--- config.mk ---
export PLATFORM = sky130hd
export DESIGN_NAME = gain_stage_flat
export DESIGN_NICKNAME = d
export VERILOG_FILES = /design/src/rtl/cell_pkg.sv /design/src/rtl/gain_stage_if.sv /design/src/rtl/gain_stage_sat_clip.sv /design/src/rtl/gain_stage.sv /design/src/flat_wrapper.sv
export SDC_FILE = /design/constraint.sdc
export NUM_CORES = 2
export LEC_CHECK = 0
export CAP_MARGIN = 20
export CORE_MARGIN = 2
export CORE_UTILIZATION = 23
export CTS_CLUSTER_SIZE = 25
export DETAILED_ROUTE_END_ITERATION = 8
export HOLD_SLACK_MARGIN = 0.05
export RECOVER_POWER = 50
export SYNTH_ARGS = -nofsm -noshare
export SYNTH_HDL_FRONTEND = slang
export SYNTH_SLANG_ARGS = --single-unit
--- constraint.sdc ---
create_clock -name clk -period 8.68 [get_ports clk]
set_input_delay 1.302 -clock clk [delete_from_list [all_inputs] [get_ports clk]]
set_output_delay 1.302 -clock clk [all_outputs]
set_load 0.005 [all_outputs]
--- src/rtl/cell_pkg.sv ---
// -----------------------------------------------------------------------------
// cell_pkg
// Shared definitions for the controller cell chain (derivative, integrator,
// proportional, gain and summing cells).
//   - default data / coefficient / fraction widths
//   - signed saturation limits for an arbitrary width
//   - sample_t: value + valid pair used on links between cells
// No ports (package).
// -----------------------------------------------------------------------------
package cell_pkg;

   localparam int CELL_DATA_W = 32;
   localparam int CELL_COEF_W = 16;
   localparam int CELL_FRAC   = 8;

   // Largest representable value of a w-bit two's-complement number (w <= 64).
   function automatic logic signed [63:0] sat_max_f(input int w);
      return (64'sd1 <<< (w - 1)) - 64'sd1;
   endfunction

   // Smallest representable value of a w-bit two's-complement number (w <= 64).
   function automatic logic signed [63:0] sat_min_f(input int w);
      return -(64'sd1 <<< (w - 1));
   endfunction

   // One sample on a cell-to-cell link at the default data width.
   typedef struct packed {
      logic                          valid;
      logic signed [CELL_DATA_W-1:0] value;
   } sample_t;

endpackage

--- src/rtl/gain_stage_if.sv ---
// -----------------------------------------------------------------------------
// gain_stage_if
// Sample / coefficient bus of the gain stage.
//   data_in, data_en        : incoming sample and its valid strobe
//   coef_in, coef_wr        : coefficient write into the shadow register
//   coef_pending            : shadow written, not yet applied
//   data_out, data_en_out   : scaled, saturated result and its valid pulse
//   sat_out                 : result was clipped (qualified by data_en_out)
// Handshake: valid-only, no ready. A strobe (data_en, coef_wr, data_en_out)
// is one transfer per clock in which it is sampled high; the receiver must
// always accept, there is no back-pressure and no stall.
// Modports: master = sample/coefficient source, slave = gain stage.
// -----------------------------------------------------------------------------
interface gain_stage_if #(
   parameter int MSB    = 31,
   parameter int COEF_W = 16
);

   logic signed [MSB:0]      data_in;
   logic                     data_en;
   logic signed [COEF_W-1:0] coef_in;
   logic                     coef_wr;
   logic                     coef_pending;
   logic signed [MSB:0]      data_out;
   logic                     data_en_out;
   logic                     sat_out;

   modport master (
      output data_in, data_en, coef_in, coef_wr,
      input  coef_pending, data_out, data_en_out, sat_out
   );

   modport slave (
      input  data_in, data_en, coef_in, coef_wr,
      output coef_pending, data_out, data_en_out, sat_out
   );

endinterface

--- src/rtl/gain_stage_sat_clip.sv ---
// -----------------------------------------------------------------------------
// sat_clip
// Combinational signed clip from IN_W bits down to OUT_W bits (IN_W > OUT_W).
// Ports:
//   i_val  in  IN_W   signed value to clip
//   o_val  out OUT_W  value clamped to [-2^(OUT_W-1), 2^(OUT_W-1)-1]
//   o_sat  out 1      high when clamping changed the value
// Reusable by any cell that narrows a wide intermediate result.
// -----------------------------------------------------------------------------
module sat_clip
   import cell_pkg::*;
#(
   parameter int IN_W  = 48,
   parameter int OUT_W = 32
) (
   input  logic signed [IN_W-1:0]  i_val,
   output logic signed [OUT_W-1:0] o_val,
   output logic                    o_sat
);

   localparam logic signed [OUT_W-1:0] MAX_V = OUT_W'(sat_max_f(OUT_W));
   localparam logic signed [OUT_W-1:0] MIN_V = OUT_W'(sat_min_f(OUT_W));

   // The value fits when every bit from the output sign bit upward is a copy
   // of the input sign bit.
   logic [IN_W-OUT_W:0] w_top;
   logic                w_fits;

   assign w_top  = i_val[IN_W-1:OUT_W-1];
   assign w_fits = (&w_top) | ~(|w_top);

   always_comb begin
      o_sat = 1'b0;
      o_val = i_val[OUT_W-1:0];
      if (!w_fits) begin
         o_sat = 1'b1;
         o_val = i_val[IN_W-1] ? MIN_V : MAX_V;
      end
   end

endmodule

--- src/rtl/gain_stage.sv ---
// -----------------------------------------------------------------------------
// gain_stage
// Pipelined signed gain: data_out = sat(data_in * coef >>> FRAC).
// Three register stages: S1 multiply, S2 (round +) shift, S3 clip.
// A sample accepted on edge N is presented with data_en_out after edge N+2,
// i.e. it is sampled high on edge N+3.
// Ports:
//   clk  in  clock
//   rst  in  asynchronous, active-high reset
//   bus  slave modport of gain_stage_if (sample in, coefficient write,
//        result out, saturation flag, coefficient pending)
// Build option: GAIN_STAGE_ROUND_EN adds 2^(FRAC-1) before the shift
// (round half toward +inf); without it the shift truncates toward -inf.
// Coefficient update: coef_wr loads a shadow register. The clock after any
// accepted sample, a pending shadow becomes the active coefficient; the
// sample accepted in that same clock already sees the new value.
// -----------------------------------------------------------------------------
module gain_stage
   import cell_pkg::*;
#(
   parameter int MSB        = CELL_DATA_W - 1,
   parameter int COEF_W     = CELL_COEF_W,
   parameter int FRAC       = CELL_FRAC,
   parameter int RESET_COEF = 1 << FRAC
) (
   input  logic   clk,
   input  logic   rst,
   gain_stage_if.slave bus
);

   localparam int W  = MSB + 1;
   localparam int PW = W + COEF_W;   // full product width
   localparam int EW = PW + 1;       // headroom for the rounding add

`ifdef GAIN_STAGE_ROUND_EN
   localparam logic signed [EW-1:0] RND_ADD =
      (FRAC > 0) ? (EW'(1) << ((FRAC > 0) ? (FRAC - 1) : 0)) : '0;
`else
   localparam logic signed [EW-1:0] RND_ADD = '0;
`endif

   // ---------------- coefficient registers ----------------
   logic signed [COEF_W-1:0] r_coef_active;
   logic signed [COEF_W-1:0] r_coef_shadow;
   logic                     r_coef_pending;
   logic                     r_acc_d;       // a sample was accepted last clock
   logic                     w_xfer;
   logic signed [COEF_W-1:0] w_coef_eff;

   // Transfer happens in the clock after an acceptance; the sample arriving in
   // that clock must already use the new value, hence the bypass mux.
   assign w_xfer     = r_coef_pending & r_acc_d;
   assign w_coef_eff = w_xfer ? r_coef_shadow : r_coef_active;

   always_ff @(posedge clk or posedge rst) begin
      if (rst) begin
         r_coef_active  <= COEF_W'(RESET_COEF);
         r_coef_shadow  <= '0;
         r_coef_pending <= 1'b0;
         r_acc_d        <= 1'b0;
      end else begin
         r_acc_d <= bus.data_en;
         if (w_xfer) begin
            r_coef_active <= r_coef_shadow;
         end
         // A write coinciding with a transfer reloads the shadow after the old
         // shadow has moved, so pending stays set.
         if (bus.coef_wr) begin
            r_coef_shadow  <= bus.coef_in;
            r_coef_pending <= 1'b1;
         end else if (w_xfer) begin
            r_coef_pending <= 1'b0;
         end
      end
   end

   // ---------------- S1: multiply ----------------
   logic signed [PW-1:0] w_din_x;
   logic signed [PW-1:0] w_coef_x;
   logic signed [PW-1:0] w_prod;
   logic signed [PW-1:0] r_s1_prod;
   logic                 r_s1_valid;

   assign w_din_x  = {{COEF_W{bus.data_in[MSB]}}, bus.data_in};
   assign w_coef_x = {{W{w_coef_eff[COEF_W-1]}}, w_coef_eff};
   assign w_prod   = w_din_x * w_coef_x;

   always_ff @(posedge clk or posedge rst) begin
      if (rst) begin
         r_s1_valid <= 1'b0;
         r_s1_prod  <= '0;
      end else begin
         r_s1_valid <= bus.data_en;
         if (bus.data_en) begin
            r_s1_prod <= w_prod;
         end
      end
   end

   // ---------------- S2: round / shift ----------------
   logic signed [EW-1:0] w_s2_ext;
   logic signed [EW-1:0] w_s2_sum;
   logic signed [EW-1:0] w_s2_shift;
   logic signed [EW-1:0] r_s2_val;
   logic                 r_s2_valid;

   assign w_s2_ext   = {r_s1_prod[PW-1], r_s1_prod};
   assign w_s2_sum   = w_s2_ext + RND_ADD;
   assign w_s2_shift = w_s2_sum >>> FRAC;

   always_ff @(posedge clk or posedge rst) begin
      if (rst) begin
         r_s2_valid <= 1'b0;
         r_s2_val   <= '0;
      end else begin
         r_s2_valid <= r_s1_valid;
         if (r_s1_valid) begin
            r_s2_val <= w_s2_shift;
         end
      end
   end

   // ---------------- S3: clip ----------------
   logic signed [W-1:0] w_clip_val;
   logic                w_clip_sat;
   logic signed [W-1:0] r_data_out;
   logic                r_sat_out;
   logic                r_s3_valid;

   sat_clip #(
      .IN_W  (EW),
      .OUT_W (W)
   ) u_sat_clip (
      .i_val (r_s2_val),
      .o_val (w_clip_val),
      .o_sat (w_clip_sat)
   );

   // data_out / sat_out hold their last result while no sample completes.
   always_ff @(posedge clk or posedge rst) begin
      if (rst) begin
         r_s3_valid <= 1'b0;
         r_data_out <= '0;
         r_sat_out  <= 1'b0;
      end else begin
         r_s3_valid <= r_s2_valid;
         if (r_s2_valid) begin
            r_data_out <= w_clip_val;
            r_sat_out  <= w_clip_sat;
         end
      end
   end

   assign bus.data_out     = r_data_out;
   assign bus.sat_out      = r_sat_out;
   assign bus.data_en_out  = r_s3_valid;
   assign bus.coef_pending = r_coef_pending;

endmodule
--- src/flat_wrapper.sv ---
// flat-port wrapper written by rule: the top's interface ports become plain ports
module gain_stage_flat import cell_pkg::*;
#(
   parameter int MSB        = CELL_DATA_W - 1,
   parameter int COEF_W     = CELL_COEF_W,
   parameter int FRAC       = CELL_FRAC,
   parameter int RESET_COEF = 1 << FRAC
)
  (clk, rst, bus_data_in, bus_data_en, bus_coef_in, bus_coef_wr, bus_coef_pending, bus_data_out, bus_data_en_out, bus_sat_out);
  gain_stage_if #(.MSB(MSB), .COEF_W(COEF_W)) bus_i ();
  input  logic clk;
  input  logic rst;
  input wire logic [$bits(bus_i.data_in)-1:0] bus_data_in;
  input wire logic [$bits(bus_i.data_en)-1:0] bus_data_en;
  input wire logic [$bits(bus_i.coef_in)-1:0] bus_coef_in;
  input wire logic [$bits(bus_i.coef_wr)-1:0] bus_coef_wr;
  output wire logic [$bits(bus_i.coef_pending)-1:0] bus_coef_pending;
  output wire logic [$bits(bus_i.data_out)-1:0] bus_data_out;
  output wire logic [$bits(bus_i.data_en_out)-1:0] bus_data_en_out;
  output wire logic [$bits(bus_i.sat_out)-1:0] bus_sat_out;
  assign bus_i.data_in = bus_data_in;
  assign bus_i.data_en = bus_data_en;
  assign bus_i.coef_in = bus_coef_in;
  assign bus_i.coef_wr = bus_coef_wr;
  assign bus_coef_pending = bus_i.coef_pending;
  assign bus_data_out = bus_i.data_out;
  assign bus_data_en_out = bus_i.data_en_out;
  assign bus_sat_out = bus_i.sat_out;
  gain_stage #(.MSB(MSB), .COEF_W(COEF_W), .FRAC(FRAC), .RESET_COEF(RESET_COEF)) u_core (.clk(clk), .rst(rst), .bus(bus_i));
endmodule
Word level (Yosys, flattened, before mapping)
Cells that the tools add are included.
{"block": "word_totals", "ff_bits": 157, "latch_bits": 0, "ram_bits": 0, "rom_bits": 0, "inputBits": 52, "output_inout_bits": 35, "word_cells": 23, "memories": 0}
{"block": "op_classes", "n_addsub": 0, "n_mul": 1, "div_mod_pow": 0, "n_lt_le_gt_ge": 0, "eq_ne": 0, "shift": 0, "mux": 6, "bitwise_logic": 3, "reduce_logical": 3}
{"op": "$mux 32", "count": 2}
{"op": "$mul 32x16->48", "count": 1}
{"op": "$reduce_and 18->1", "count": 1}
{"op": "$reduce_or 18->1", "count": 1}
{"op": "$mux 16", "count": 1}
{"op": "$mux 1", "count": 3}
{"op": "$reduce_bool 2->1", "count": 1}
{"op": "$and 1x1->1", "count": 1}
{"op": "$not 1->1", "count": 1}
{"op": "$or 1x1->1", "count": 1}

Longest topological paths before layout
{"block": "depth", "word_depth": 4, "depth_mapped": 27, "ltp_nobuf": 25}

Hierarchy
Synthesis repeated with hierarchy kept, for this count alone.
{"block": "unflattened", "hier_cells": 2459, "hier_area_um2": 23846.6}
{"mod": "gain_stage", "n_inst": 1, "cells_each": 2368, "area_each_um2": 23236.0, "seq_area_each_um2": 3729.8}
{"mod": "sat_clip", "n_inst": 1, "cells_each": 91, "area_each_um2": 610.6, "seq_area_each_um2": 0.0}

Worst setup path before layout
Ideal clock, no wire load.
{"block": "synth_path", "kind": "in2reg", "startpoint": "in bus_data_in[19]", "endpoint": "reg u_core.r_s1_prod[33]", "setup_ps": 125, "t_arrival_ps": 6889, "required_ps": 8555, "slack_ps": 1667, "stages": 21, "path_buffers": 1, "cell_sequence": "clkbuf_1 -> nand2_1 -> fa_1 -> fa_1 -> fa_1 -> inv_1 -> fa_1 -> fa_1 -> inv_1 -> fa_1 -> inv_1 -> ha_1 -> a21o_1 -> or3b_2 -> o221ai_1 -> o21bai_1 -> a41oi_1 -> o31a_1 -> o221ai_1 -> xnor2_1 -> mux2_2"}
{"block": "synth_via", "elab_chain_len": 1}
{"element": "start: declaration", "line": "flat_wrapper.sv:13", "text": "input wire logic [$bits(bus_i.data_in)-1:0] bus_data_in;"}
{"element": "$mul 32x16->48", "line": "gain_stage.sv:86", "text": "assign w_prod = w_din_x * w_coef_x;"}
{"element": "end signal: assignment", "line": "gain_stage.sv:95", "text": "r_s1_prod <= w_prod;"}
{"element": "end: declaration", "line": "gain_stage.sv:81", "text": "logic signed [PW-1:0] r_s1_prod;"}
No other way between the ends.
A chain may end at the register's enable or synchronous reset.

Worst setup path in the final report
{"block": "layout_path", "startpoint": "reg u_core.r_coef_pending (netlist: u_core.bus.coef_pending)", "endpoint": "reg u_core.r_s1_prod[40]"}
{"block": "layout_via", "elab_chain_len": 3}
{"element": "start: declaration", "line": "gain_stage.sv:45", "text": "logic r_coef_pending;"}
{"element": "start signal: assignment", "line": "gain_stage.sv:59", "text": "r_coef_pending <= 1'b0;"}
{"element": "start signal: assignment", "line": "gain_stage.sv:70", "text": "r_coef_pending <= 1'b1;"}
{"element": "start signal: assignment", "line": "gain_stage.sv:72", "text": "r_coef_pending <= 1'b0;"}
{"element": "$and 1x1->1", "line": "gain_stage.sv:52", "text": "assign w_xfer = r_coef_pending & r_acc_d;"}
{"element": "$mux 16", "line": "gain_stage.sv:53", "text": "assign w_coef_eff = w_xfer ? r_coef_shadow : r_coef_active;"}
{"element": "$mul 32x16->48", "line": "gain_stage.sv:86"}
No other way between the ends.

==> impl_results.md <==
* Die Span X at between 300 and 400 µm
* Sequential area share after synthesis at 16.1%
* EDFF count, synth at 0
* Worst-Skew Late Latency at around 440 ps
* Remaining antenna violation count at 0
* Violations in the final reports: capacitance limit, slew limit
* CTS max path bufs at 2
* Boundary Pins at 87
* Final WL at 58,700 µm
* Tot GR Track Use at 12.1%
* Mux contribution to synthesized area at 5.01%
* Met2 GRT Util at roughly 22%
* Length in cells of the worst reg-to-reg path at 22
* Mapped Area at 0.0232 mm²
* Crit Path Class: reg -> reg
* Hold Crit Depth at 2
* CP delay by family, top: adder cells
* Finished Cell Area at 0.0262 mm²
* Async SR Flop Fraction at 100%
* Post-CTS Hold Fix Bufs at 0
* Hold endpoint: u_core.r_s1_prod[43]
* # rows at 116
* Mapped Cells at 2,404
* Initial antenna violation count at 0
* Via count at 15,900
* Ant diodes at 0
* Most used DFF post-synth: dfrtp_1
* First-pass GRT wire length at 98,000 µm
* Post-Synth Simple-Gate Area at 13.9%
* Synthesized area per cell at 9.64 µm²
* Min-delay src: u_core.r_s1_prod[43]
* Max Cap Violations at 4
* PostCTS Resize Cnt at 0
* Fin crit period at ~8000 ps
* Crit-path cells: nand2_2 > mux2_1 > nand2_1 > fa_1 > fa_1 > fa_1 > inv_1 > fa_1 > fa_1 > inv_1 > fa_1 > inv_1 > ha_1 > a2111oi_0 > o21ai_0 > o21ai_0 > o21a_1 > a31oi_2 > o311ai_1 > a2111oi_0 > o21a_1 > o31ai_1
* Die Area at a little over 0.1 mm²
* Arr. time, crit path at between 8000 and 9000 ps
* Busiest grt layer: met2
* Detailed Routing Iterations Pass 1 at 5
* Fmax at 124 MHz
* Critical path's most frequent cell: fa_1
* Reg clk slew, reported paths at 60 ps
* R2r setup slk at 640 ps
* Status: finished with violations
* HP Class: reg -> reg
* TritonCTS clock tree: yes
* Slew Limit Fails at 195
* Starting Density at 23.2%
* Post-CTS setup buffer count at 0
* Worst setup SP type: register
* Wire length per cell at between 15 and 20 µm
* Initial DRC count at approximately 800
* Root Buffer: clkbuf_16
* Fillers at 10,600
* Worst-Margin Slew at 3860 ps
* Total negative slack at 0 ps
* Vias in the first global route at roughly 18,000
* GPL Wtd Cong at 0.815
* Clk_skew at 13.5 ps
* # H-tree levels at 4
* Worst r2r dst: u_core.r_s1_prod[40]
* GR Util met3 at 1.74%
* CP max FO at 25
* Adder-cell share of the synthesized area at 47.9%
* Area after DPL at about 0.026 mm²
* Crit path capture type: register
* Slowest-stage cell, CP: mux2_1
* Share of cells above drive strength 1 at 7.63%
* Final hold slack at 493 ps
* DRC errors left at 0
* Rel. slew slack at -159%
* Final Hold Viols at 0
* Syn nets at 3,052
* Final setup violation count at 0
* Xor and xnor area share after synthesis at 1.70%
* Critical path data required time at 9010 ps
* Largest net degree at the start of global routing at 84
* DR vias/cell at 4.23
* Yosys warns at 0
* Global Route met1 Usage at 14.9%
* Yosys reg bits at 149
* Clock Sinks at 149
* Core area at 0.100 mm²
* Post-layout nets at 3,088
* RSZ-0062 raised after global routing: false
* Number of buffers created by CTS at 17
* Synth cell types at 59
* Main combinational cell family by area after synthesis: adder cells
* Critical R2R Launch: u_core.bus.coef_pending
* Core Util, Final at 26.2%
* Sum of buffers and inverters on the critical path at 3
* Total gr overflow at 0
* Port Buf Inserts at 86
* Compound-Gate Fraction of Synth Area at 4.61%
* Synth-to-Final Area Change at 12.9%
* Height of the chip at 321 µm
* CP max stage delay at approximately 1100 ps
* Hpwl dp at 47,700 µm
* Period utilization at 92.6%
-- layer usage --
metal  vias to the layer above  share of wire [%]
li1                       7162                  -
met2                       347                 52
met3                        78                4.3
met4                         0                2.4
met1                      8273                 41
met5                         -                  0
-- synthesized netlist by cell type (3+ instances only) --
library cell	instances	area share, %
o21a_1	11	0.36
nand2_1	336	5.4
or2_2	6	0.16
mux2_2	100	4.9
or3_1	4	0.11
o31ai_1	4	0.13
inv_1	557	9.0
o21ai_1	5	0.11
nor2_1	77	1.2
clkbuf_1	107	1.7
nor2b_1	38	1.0
ha_1	111	6.0
a31oi_1	3	0.081
and2_1	172	4.6
nand4_1	17	0.46
and3_1	5	0.13
dfrtp_1	148	16
xor2_1	11	0.42
o21ai_0	16	0.35
nand3_1	11	0.24
a21o_1	11	0.36
nor3_1	6	0.13
o221ai_1	3	0.11
a21oi_1	76	1.6
o211ai_1	3	0.097
xnor2_1	34	1.3
fa_1	485	42
o21bai_1	7	0.23
-- final cells by class --
| type | instances | area (µm²) | area share (%) |
|---|---|---|---|
| Clock buffer | 18 | 439 | 1.68 |
| Multi-Input combinational cell | 1588 | 17000 | 64.8 |
| Sequential cell | 149 | 3730 | 14.3 |
| Inverter | 557 | 2090 | 8.00 |
| Clock inverter | 12 | 145 | 0.555 |
| Tap cell | 1298 | 1620 | 6.21 |
| Timing Repair Buffer | 127 | 1180 | 4.51 |
-- cell usage in the layout (no fill, tap or decap), types with 5 or more instances in the layout --
cell	Yosys	final
a21o_1	11	11
a21oi_1	76	76
and2_1	172	172
and3_1	5	5
buf_4	0	35
clkbuf_16	0	17
clkdlybuf4s50_1	0	84
dfrtp_1	148	147
fa_1	485	485
ha_1	111	111
inv_1	557	556
inv_6	0	5
mux2_1	0	5
mux2_2	100	95
nand2_1	336	336
nand3_1	11	11
nand4_1	17	17
nor2_1	77	77
nor2b_1	38	37
nor3_1	6	6
o21a_1	11	11
o21ai_0	16	16
o21bai_1	7	7
or2_2	6	6
xnor2_1	34	34
xor2_1	11	11
-- worst min-delay path, stage by stage, from the launching register on --
cell and delay [ps]:
dfrtp_1 340, nand2_1 60, nand4_1 60
-- state kept, by name, indices dropped and copies added, names as in the netlist, 16 cells and up --
signal / cells
u_core.bus.data_out: 32
u_core.r_coef_active: 16
u_core.r_coef_shadow: 16
u_core.r_s2_val: 40
u_core.r_s1_prod: 40
-- through the flow --
stage	instances	setup slack [ps]
2_1_floorplan	2404	1670
3_3_place_gp	3718	544
3_5_place_dp	3719	480
4_1_cts	3749	802
5_1_grt	3749	179
6_report	3749	642
-- cells by family (layout without fill, tap and decap cells) --
| group | count (synthesis) | count (layout) |
|---|---|---|
| simple gates | 681 | 681 |
| buf+inv | 667 | 714 |
| fa+ha+maj | 596 | 596 |
| compound gates | 163 | 163 |
| flops | 149 | 149 |
| mux | 103 | 103 |
| xor+xnor | 45 | 45 |
-- worst max path at each step --
| stage | start | to | cells past startpoint |
|---|---|---|---|
| after floorplan | bus_data_in[19] | u_core.r_s1_prod[33] | 21 |
| after global placement | bus_data_in[6] | u_core.r_s1_prod[39] | 23 |
| after detailed placement | bus_data_in[13] | u_core.r_s1_prod[40] | 21 |
| after CTS | u_core.bus.coef_pending | u_core.r_s1_prod[40] | 23 |
| after global routing | u_core.bus.coef_pending | u_core.r_s1_prod[45] | 21 |
| final | u_core.bus.coef_pending | u_core.r_s1_prod[40] | 22 |
Power is left out: the tool's default activity adds up to more than one toggle a clock period on the data nets, which glitch-free logic cannot reach.
